**config.mk**
```make
export PLATFORM = sky130hd
export DESIGN_NAME = restoring_divider_seq
export DESIGN_NICKNAME = d
export VERILOG_FILES = /design/src/rtl/restoring_divider_seq.sv
export SDC_FILE = /design/constraint.sdc
export NUM_CORES = 1
export LEC_CHECK = 0
export CAP_MARGIN = 20
export CELL_PAD_IN_SITES_DETAIL_PLACEMENT = 2
export CELL_PAD_IN_SITES_GLOBAL_PLACEMENT = 2
export CORE_UTILIZATION = 28
export DETAILED_ROUTE_END_ITERATION = 8
export PLACE_DENSITY_LB_ADDON = 0.1
export SLEW_MARGIN = 0
export SYNTH_ARGS = -nofsm -noshare
export SYNTH_HDL_FRONTEND = slang
export SYNTH_SLANG_ARGS = --single-unit
export TNS_END_PERCENT = 5
```
**constraint.sdc**
```tcl
create_clock -name clk -period 1.9 [get_ports clk]
set_clock_uncertainty 0.15 [all_clocks]
set_input_delay 0.19 -clock clk [delete_from_list [all_inputs] [get_ports clk]]
set_output_delay 0.19 -clock clk [all_outputs]
set_load 0.02 [all_outputs]
```
**src/rtl/restoring_divider_seq.sv**
```systemverilog
// restoring_divider_seq: iterative unsigned restoring divider with start/done handshake; `DIV_EARLY_EXIT_EN finishes divisor>dividend in one cycle
module restoring_divider_seq #(
  parameter int WIDTH = 4
) (
  input  logic             clk,
  input  logic             rst,
  input  logic             start,
  input  logic [WIDTH-1:0] dividend,
  input  logic [WIDTH-1:0] divisor,
  output logic             busy,
  output logic             done,
  output logic [WIDTH-1:0] quotient,
  output logic [WIDTH-1:0] remainder,
  output logic             div_by_zero
);
  localparam int CW = $clog2(WIDTH + 1);
  typedef enum logic {IDLE, RUN} state_t;
  state_t state, state_n;
  logic [WIDTH:0] r, r_n, t, r_new;
  logic [WIDTH+1:0] diff;
  logic [WIDTH-1:0] d, d_n, v, v_n, q, q_n, q_sh, quotient_n, remainder_n;
  logic [CW-1:0] cnt, cnt_n;
  logic busy_n, done_n, dbz_n, borrow;
  always_ff @(posedge clk) begin
    if (rst) begin
      state       <= IDLE;
      r           <= '0;
      d           <= '0;
      v           <= '0;
      q           <= '0;
      cnt         <= '0;
      busy        <= 1'b0;
      done        <= 1'b0;
      quotient    <= '0;
      remainder   <= '0;
      div_by_zero <= 1'b0;
    end else begin
      state       <= state_n;
      r           <= r_n;
      d           <= d_n;
      v           <= v_n;
      q           <= q_n;
      cnt         <= cnt_n;
      busy        <= busy_n;
      done        <= done_n;
      quotient    <= quotient_n;
      remainder   <= remainder_n;
      div_by_zero <= dbz_n;
    end
  end
  // trial subtraction one bit wider than the partial remainder so the MSB is the borrow
  assign t      = {r[WIDTH-1:0], d[WIDTH-1]};
  assign diff   = {1'b0, t} - {2'b0, v};
  assign borrow = diff[WIDTH+1];
  assign r_new  = borrow ? t : diff[WIDTH:0];
  assign q_sh   = {q[WIDTH-2:0], ~borrow};
  always_comb begin
    state_n     = state;
    r_n         = r;
    d_n         = d;
    v_n         = v;
    q_n         = q;
    cnt_n       = cnt;
    busy_n      = busy;
    done_n      = 1'b0;
    quotient_n  = quotient;
    remainder_n = remainder;
    dbz_n       = div_by_zero;
    if (state == IDLE && start) begin
      if (divisor == '0) begin
        quotient_n  = '1;
        remainder_n = dividend;
        dbz_n       = 1'b1;
        done_n      = 1'b1;
`ifdef DIV_EARLY_EXIT_EN
      end else if (divisor > dividend) begin
        quotient_n  = '0;
        remainder_n = dividend;
        dbz_n       = 1'b0;
        done_n      = 1'b1;
`endif
      end else begin
        r_n     = '0;
        d_n     = dividend;
        v_n     = divisor;
        q_n     = '0;
        cnt_n   = '0;
        busy_n  = 1'b1;
        dbz_n   = 1'b0;
        state_n = RUN;
      end
    end else if (state == RUN) begin
      r_n   = r_new;
      d_n   = d << 1;
      q_n   = q_sh;
      cnt_n = cnt + 1'b1;
      if (cnt == CW'(WIDTH - 1)) begin
        quotient_n  = q_sh;
        remainder_n = r_new[WIDTH-1:0];
        busy_n      = 1'b0;
        done_n      = 1'b1;
        state_n     = IDLE;
      end
    end
  end
endmodule
```
Yosys cells after proc, flatten, opt, wreduce, memory -nomap -nowiden
Cells that the tools add are included.
{"block": "word_totals", "input_bits": 11, "rom_bits": 0, "latchBits": 0, "elab_cells": 59, "reg_bits": 30, "out_inout_bits": 11, "ramBits": 0, "mem_count": 0}
{"block": "op_classes", "n_bitwise": 3, "mul": 0, "n_shift": 0, "reduce_logical": 8, "n_mux": 32, "eq_ne": 3, "n_addsub": 2, "order_cmp": 0, "n_div": 0}
{"operator": "$mux W4", "count": 15}
{"operator": "$mux W3", "count": 6}
{"operator": "$mux W1", "count": 11}
{"operator": "$reduce_and A3 Y1", "count": 2}
{"operator": "$sub A5 B4 Y6", "count": 1}
{"operator": "$logic_not A4 Y1", "count": 1}
{"operator": "$reduce_and A2 Y1", "count": 2}
{"operator": "$reduce_bool A2 Y1", "count": 2}
{"operator": "$add A3 B1 Y3 const B", "count": 1}
{"operator": "$eq A3 B2 Y1 const B", "count": 1}
{"operator": "$not A1 Y1", "count": 3}
{"operator": "$ne A2 B1 Y1 const B", "count": 1}
{"operator": "$ne A2 B2 Y1 const B", "count": 1}
{"operator": "$logic_and A1 B1 Y1", "count": 1}

Longest topological paths before layout
{"block": "logic_depth", "depth_word": 5, "ltp_mapped": 7, "depth_no_buf": 7}

Worst setup path before layout
Ideal clock, no wire load.
{"block": "synth_path", "path_kind": "register -> register", "start": "register v[1]", "end": "register remainder[3]", "period_less_slack_ps": 1851, "arrival_time_ps": 1567, "stages_incl_launch_ff": 8, "path_buffers": 0, "setup_slack_ps": 49, "setup_ps": 133, "required_ps": 1617, "cell_sequence": "dfxtp_1 inv_1 ha_1 nor2b_1 o21a_1 or4_1 nand4_1 a311oi_2"}
{"block": "synth_via", "elab_chain_len": 5}
{"item": "from (decl)", "line": "21", "text": "logic [WIDTH-1:0] d, d_n, v, v_n, q, q_n, q_sh, quotient_n, remainder_n;"}
{"item": "from (signal assigned)", "line": "41", "text": "v <= v_n;"}
{"item": "$sub A5 B4 Y6", "line": "53", "text": "assign diff = {1'b0, t} - {2'b0, v};"}
{"item": "$mux W4", "line": "55", "text": "assign r_new = borrow ? t : diff[WIDTH:0];"}
{"item": "$mux W4", "line": "97", "text": "if (cnt == CW'(WIDTH - 1)) begin"}
{"item": "$mux W4", "line": "92", "text": "end else if (state == RUN) begin"}
{"item": "$mux W4", "line": "69", "text": "if (state == IDLE && start) begin"}
{"item": "to (signal assigned)", "line": "47", "text": "remainder <= remainder_n;"}
{"item": "to (decl)", "line": "13", "text": "output logic [WIDTH-1:0] remainder,"}
Every way passes these cells. The select of a mux whose other input is x is not followed.
A chain may end at the register's enable or synchronous reset.

Worst setup path after layout
Ends and elaborated chain as after synthesis.

==> run summary <==
===============================================================================================
Share of layout cells above drive strength 1                                              0.259
Clock period minus final worst setup slack                                              1860 ps
Routed via count divided by cell count                                                     4.77
Average instance area after synthesis                                                 9.03 um^2
Ys Warns                                                                                      0
Final count of pins violating max slew                                                        0
Setup repair after global routing missed its margin                                         yes
Number of buffers added by the clock tree synthesis step                                      5
Number of filler instances in the final layout                                              510
CTS hold repair buffers                                                                       0
Critical path's slowest cell                                                              or4_1
Top fanout value on the critical path                                                         2
Gpl congestion                                                                            0.756
Length of the first detailed-routing pass in iterations                                       3
Total number of H-tree levels                                                                 2
Post-Synthesis Cells                                                                        153
Number of antenna repair diodes                                                               0
Library cells used by synthesis                                                              37
Kind of critical path                                                                   reg2reg
Cells along the critical path                                                      inv_2 > ha_4 > nor2b_4 > o21a_1 > or4_1 > nand4_1 > a311oi_2
Width of the die                                                                        72.2 um
Path type of the worst min-delay path                                                   reg2reg
Final number of hold-violating endpoints                                                      0
DIE AREA                                                                              5220 um^2
Maximum number of pins on one net before global-route repair                                 14
Max-cap check violation count                                                                 0
Overflow left after global routing                                                            0
Final total negative setup slack                                                           0 ps
Clock latency of the later-clocked register in the worst-skew pair                       280 ps
Initial core utilization                                                                  0.292
Launching element type of the critical path                                           flip-flop
Die Span Y                                                                              72.2 um
Net total in the final layout                                                               212
Global-route wire length before repair                                                  6750 um
Final number of setup-violating endpoints                                                     0
Number of DRC markers after the initial detailed-route iteration                             45
Residual DRC count                                                                            0
Clock sink count                                                                             30
Vias post-DR                                                                               1241
Clock input transition at the sequential cells of the worst setup and hold paths          60 ps
Number of antenna violations at the first check in global routing                             0
Arr. time, crit path                                                                    1860 ps
Number of nets still failing antenna checks after routing                                     0
Total nets after synthesis                                                                  171
FP Rows                                                                                      25
Buffers plus inverters on the worst setup path                                                1
Half-perimeter wire length of the detailed placement result                             3140 um
Final cycle utilization of the critical path                                              0.978
Flop and latch count out of synthesis                                                        30
Sequential element share of the synthesized area                                          0.435
Kind of cell adding the most delay to the critical path                            simple AND/OR/NAND/NOR gates
Routed len/inst                                                                         15.2 um
Maximum number of buffers from clock root to sink                                             2
Status                                                                             finished clean
Post-route standard cell area excluding fillers                                       1950 um^2
Library cell used as clock root buffer                                                 clkbuf_8
Number of global-route vias before repair                                                  1439
Power Dens Cells                                                                    754 nW/um^2
VDD IR-drop max                                                                      0.000273 V
TritonCTS clock tree                                                                      built
Delay contributed by the slowest stage of the critical path                              460 ps
Syn-to-layout area delta                                                                  40.9%
Normalized max-slew margin                                                                0.791
Number of I/O pins                                                                           22
Global routing usage summed across all routing layers                                     0.173
Transition time at the pin with the least slew margin                                    313 ps
Maximum operating frequency                                                             538 MHz
Nature of the critical path endpoint                                                  flip-flop
P_leak                                                                              0.000730 uW
Area of the core region                                                               4720 um^2
Number of buffers added on ports                                                             21
Routed wire length                                                                      3940 um
Netlist area before placement                                                         1380 um^2
CP Data Required Time                                                                   1900 ps
Area after detailed placement                                                         1790 um^2
===============================================================================================
## registers in the layout, summed over array words and instances, names as in the netlist
register and count:
d 4, div_by_zero 1, cnt 3, v 4
quotient 4, remainder 4, r 4, busy 1
done 1, state 1, q 3
## final cells by class
type / instances / area (um^2) / share of cell area
multi-input cells: 106 / 767 / 0.394
well taps: 67 / 83.8 / 0.0431
inverters: 7 / 26.3 / 0.0135
clock buffers: 6 / 82.6 / 0.0424
flip-flops and latches: 30 / 603 / 0.310
repair buffers: 44 / 383 / 0.197
## final timing paths
check | from | cells after the start | to | slack [ps]
setup / recovery | v[1]$_SDFFE_PP0P_ | 7 | remainder[3]$_SDFFE_PP0P_ | 40
hold / removal | busy$_SDFFE_PP0P_ | 2 | busy$_SDFFE_PP0P_ | 310
setup reg to reg | v[1]$_SDFFE_PP0P_ | 7 | remainder[3]$_SDFFE_PP0P_ | 40
hold reg to reg | busy$_SDFFE_PP0P_ | 2 | busy$_SDFFE_PP0P_ | 310
## metal layers
metal / vias up / GRT usage / part of all wire / routed length, um
li1: 608 / - / - / -
met1: 611 / 0.190 / 0.42 / 1670
met2: 16 / 0.318 / 0.53 / 2090
met3: 6 / 0.0417 / 0.028 / 109
met4: 0 / 0.0719 / 0.017 / 66
met5: - / 0 / 0 / 0
## cell usage in the layout, fill, tap and decap left out, types with 2 or more instances in the layout
master	netlist	routed
dfxtp_1	30	28
buf_4	0	23
clkdlybuf4s50_1	0	21
nand2_1	19	18
nor2_1	15	15
a21oi_1	14	14
clkbuf_8	0	6
inv_1	6	5
o21ai_1	0	5
nand3b_1	5	5
a22oi_1	4	4
o221a_2	3	3
mux2i_1	3	3
nand3_1	3	3
nor3b_1	3	3
ha_1	6	3
ha_4	0	3
o21a_1	2	2
a41oi_1	2	2
dfxtp_2	0	2
## cells in the mapped netlist
| cell | instances | share of area |
|---|---|---|
| nand3b_1 | 5 | 0.027 |
| clkbuf_1 | 6 | 0.016 |
| dfxtp_1 | 30 | 0.43 |
| or3_1 | 1 | 0.0045 |
| buf_6 | 2 | 0.016 |
| nor2_1 | 15 | 0.041 |
| or4_4 | 1 | 0.0082 |
| o31ai_1 | 2 | 0.011 |
| and2_2 | 1 | 0.0054 |
| o21a_1 | 2 | 0.011 |
| a21oi_4 | 1 | 0.012 |
| nand2_1 | 19 | 0.052 |
| nand3_1 | 3 | 0.011 |
| o21ai_0 | 6 | 0.022 |
| xor2_1 | 1 | 0.0063 |
| o221a_2 | 3 | 0.024 |
| nand4_1 | 1 | 0.0045 |
| or4_1 | 1 | 0.0054 |
| clkinv_1 | 1 | 0.0027 |
| nor3_1 | 1 | 0.0036 |
| a41oi_1 | 2 | 0.013 |
| ha_1 | 6 | 0.054 |
| nor2b_1 | 2 | 0.0091 |
| o22ai_1 | 1 | 0.0045 |
| nor3b_1 | 3 | 0.016 |
| mux2_2 | 2 | 0.016 |
| nor2_2 | 1 | 0.0045 |
| mux2i_1 | 3 | 0.022 |
| a311oi_2 | 1 | 0.011 |
| and2_1 | 1 | 0.0045 |
| a22oi_1 | 4 | 0.022 |
| buf_2 | 2 | 0.0072 |
| o21ai_4 | 1 | 0.012 |
| inv_1 | 6 | 0.016 |
| fa_1 | 1 | 0.014 |
| a21oi_1 | 14 | 0.051 |
| nand2b_1 | 1 | 0.0045 |
## power breakdown
part           total, uW  internal (uW)  leakage [uW]  switching, uW
Combinational        287            148      0.000441            139
Clock                502            279     0.0000431            224
Sequential           676            655      0.000245           20.8
Total               1470           1080      0.000730            384
## stage by stage
stage	power [uW]	setup WS, ps	util	instances	hold WS [ps]
6_report	1470	41.3	0.412	260	310
5_1_grt	1550	-23.7	0.412	260	356
4_1_cts	1480	-31.3	0.403	260	314
3_5_place_dp	948	-262	0.378	253	306
3_3_place_gp	938	-216	0.378	253	295
2_1_floorplan	823	49.3	-	153	188
## kinds of logic after synthesis
kind of cell / count (synthesis) / share of synthesized area
adders and majority gates: 7 / 0.0688
AOI/OAI and AO/OA: 37 / 0.192
xor gates and xnor gates: 1 / 0.00634
DFF: 30 / 0.435
and+or+nand+nor: 56 / 0.201
muxes: 5 / 0.0380
buffers and inverters: 17 / 0.0589
## worst reg2reg max path: cells and delay by family, from the launching register on
| family | cells | cell delay, ps |
|---|---|---|
| fa+ha+maj | 1 | 200 |
| compound gates | 2 | 270 |
| buf+inv | 1 | 50 |
| flops | 1 | 330 |
| simple gates | 3 | 720 |
## repair_timing
item / CTS / global route
pin swaps: 4 / 7
gates resized for setup: 8 / 11
buffers inserted: 1 / 0
setup endpoints to repair: 10 / 8
Power figures use the tool's default switching activity.
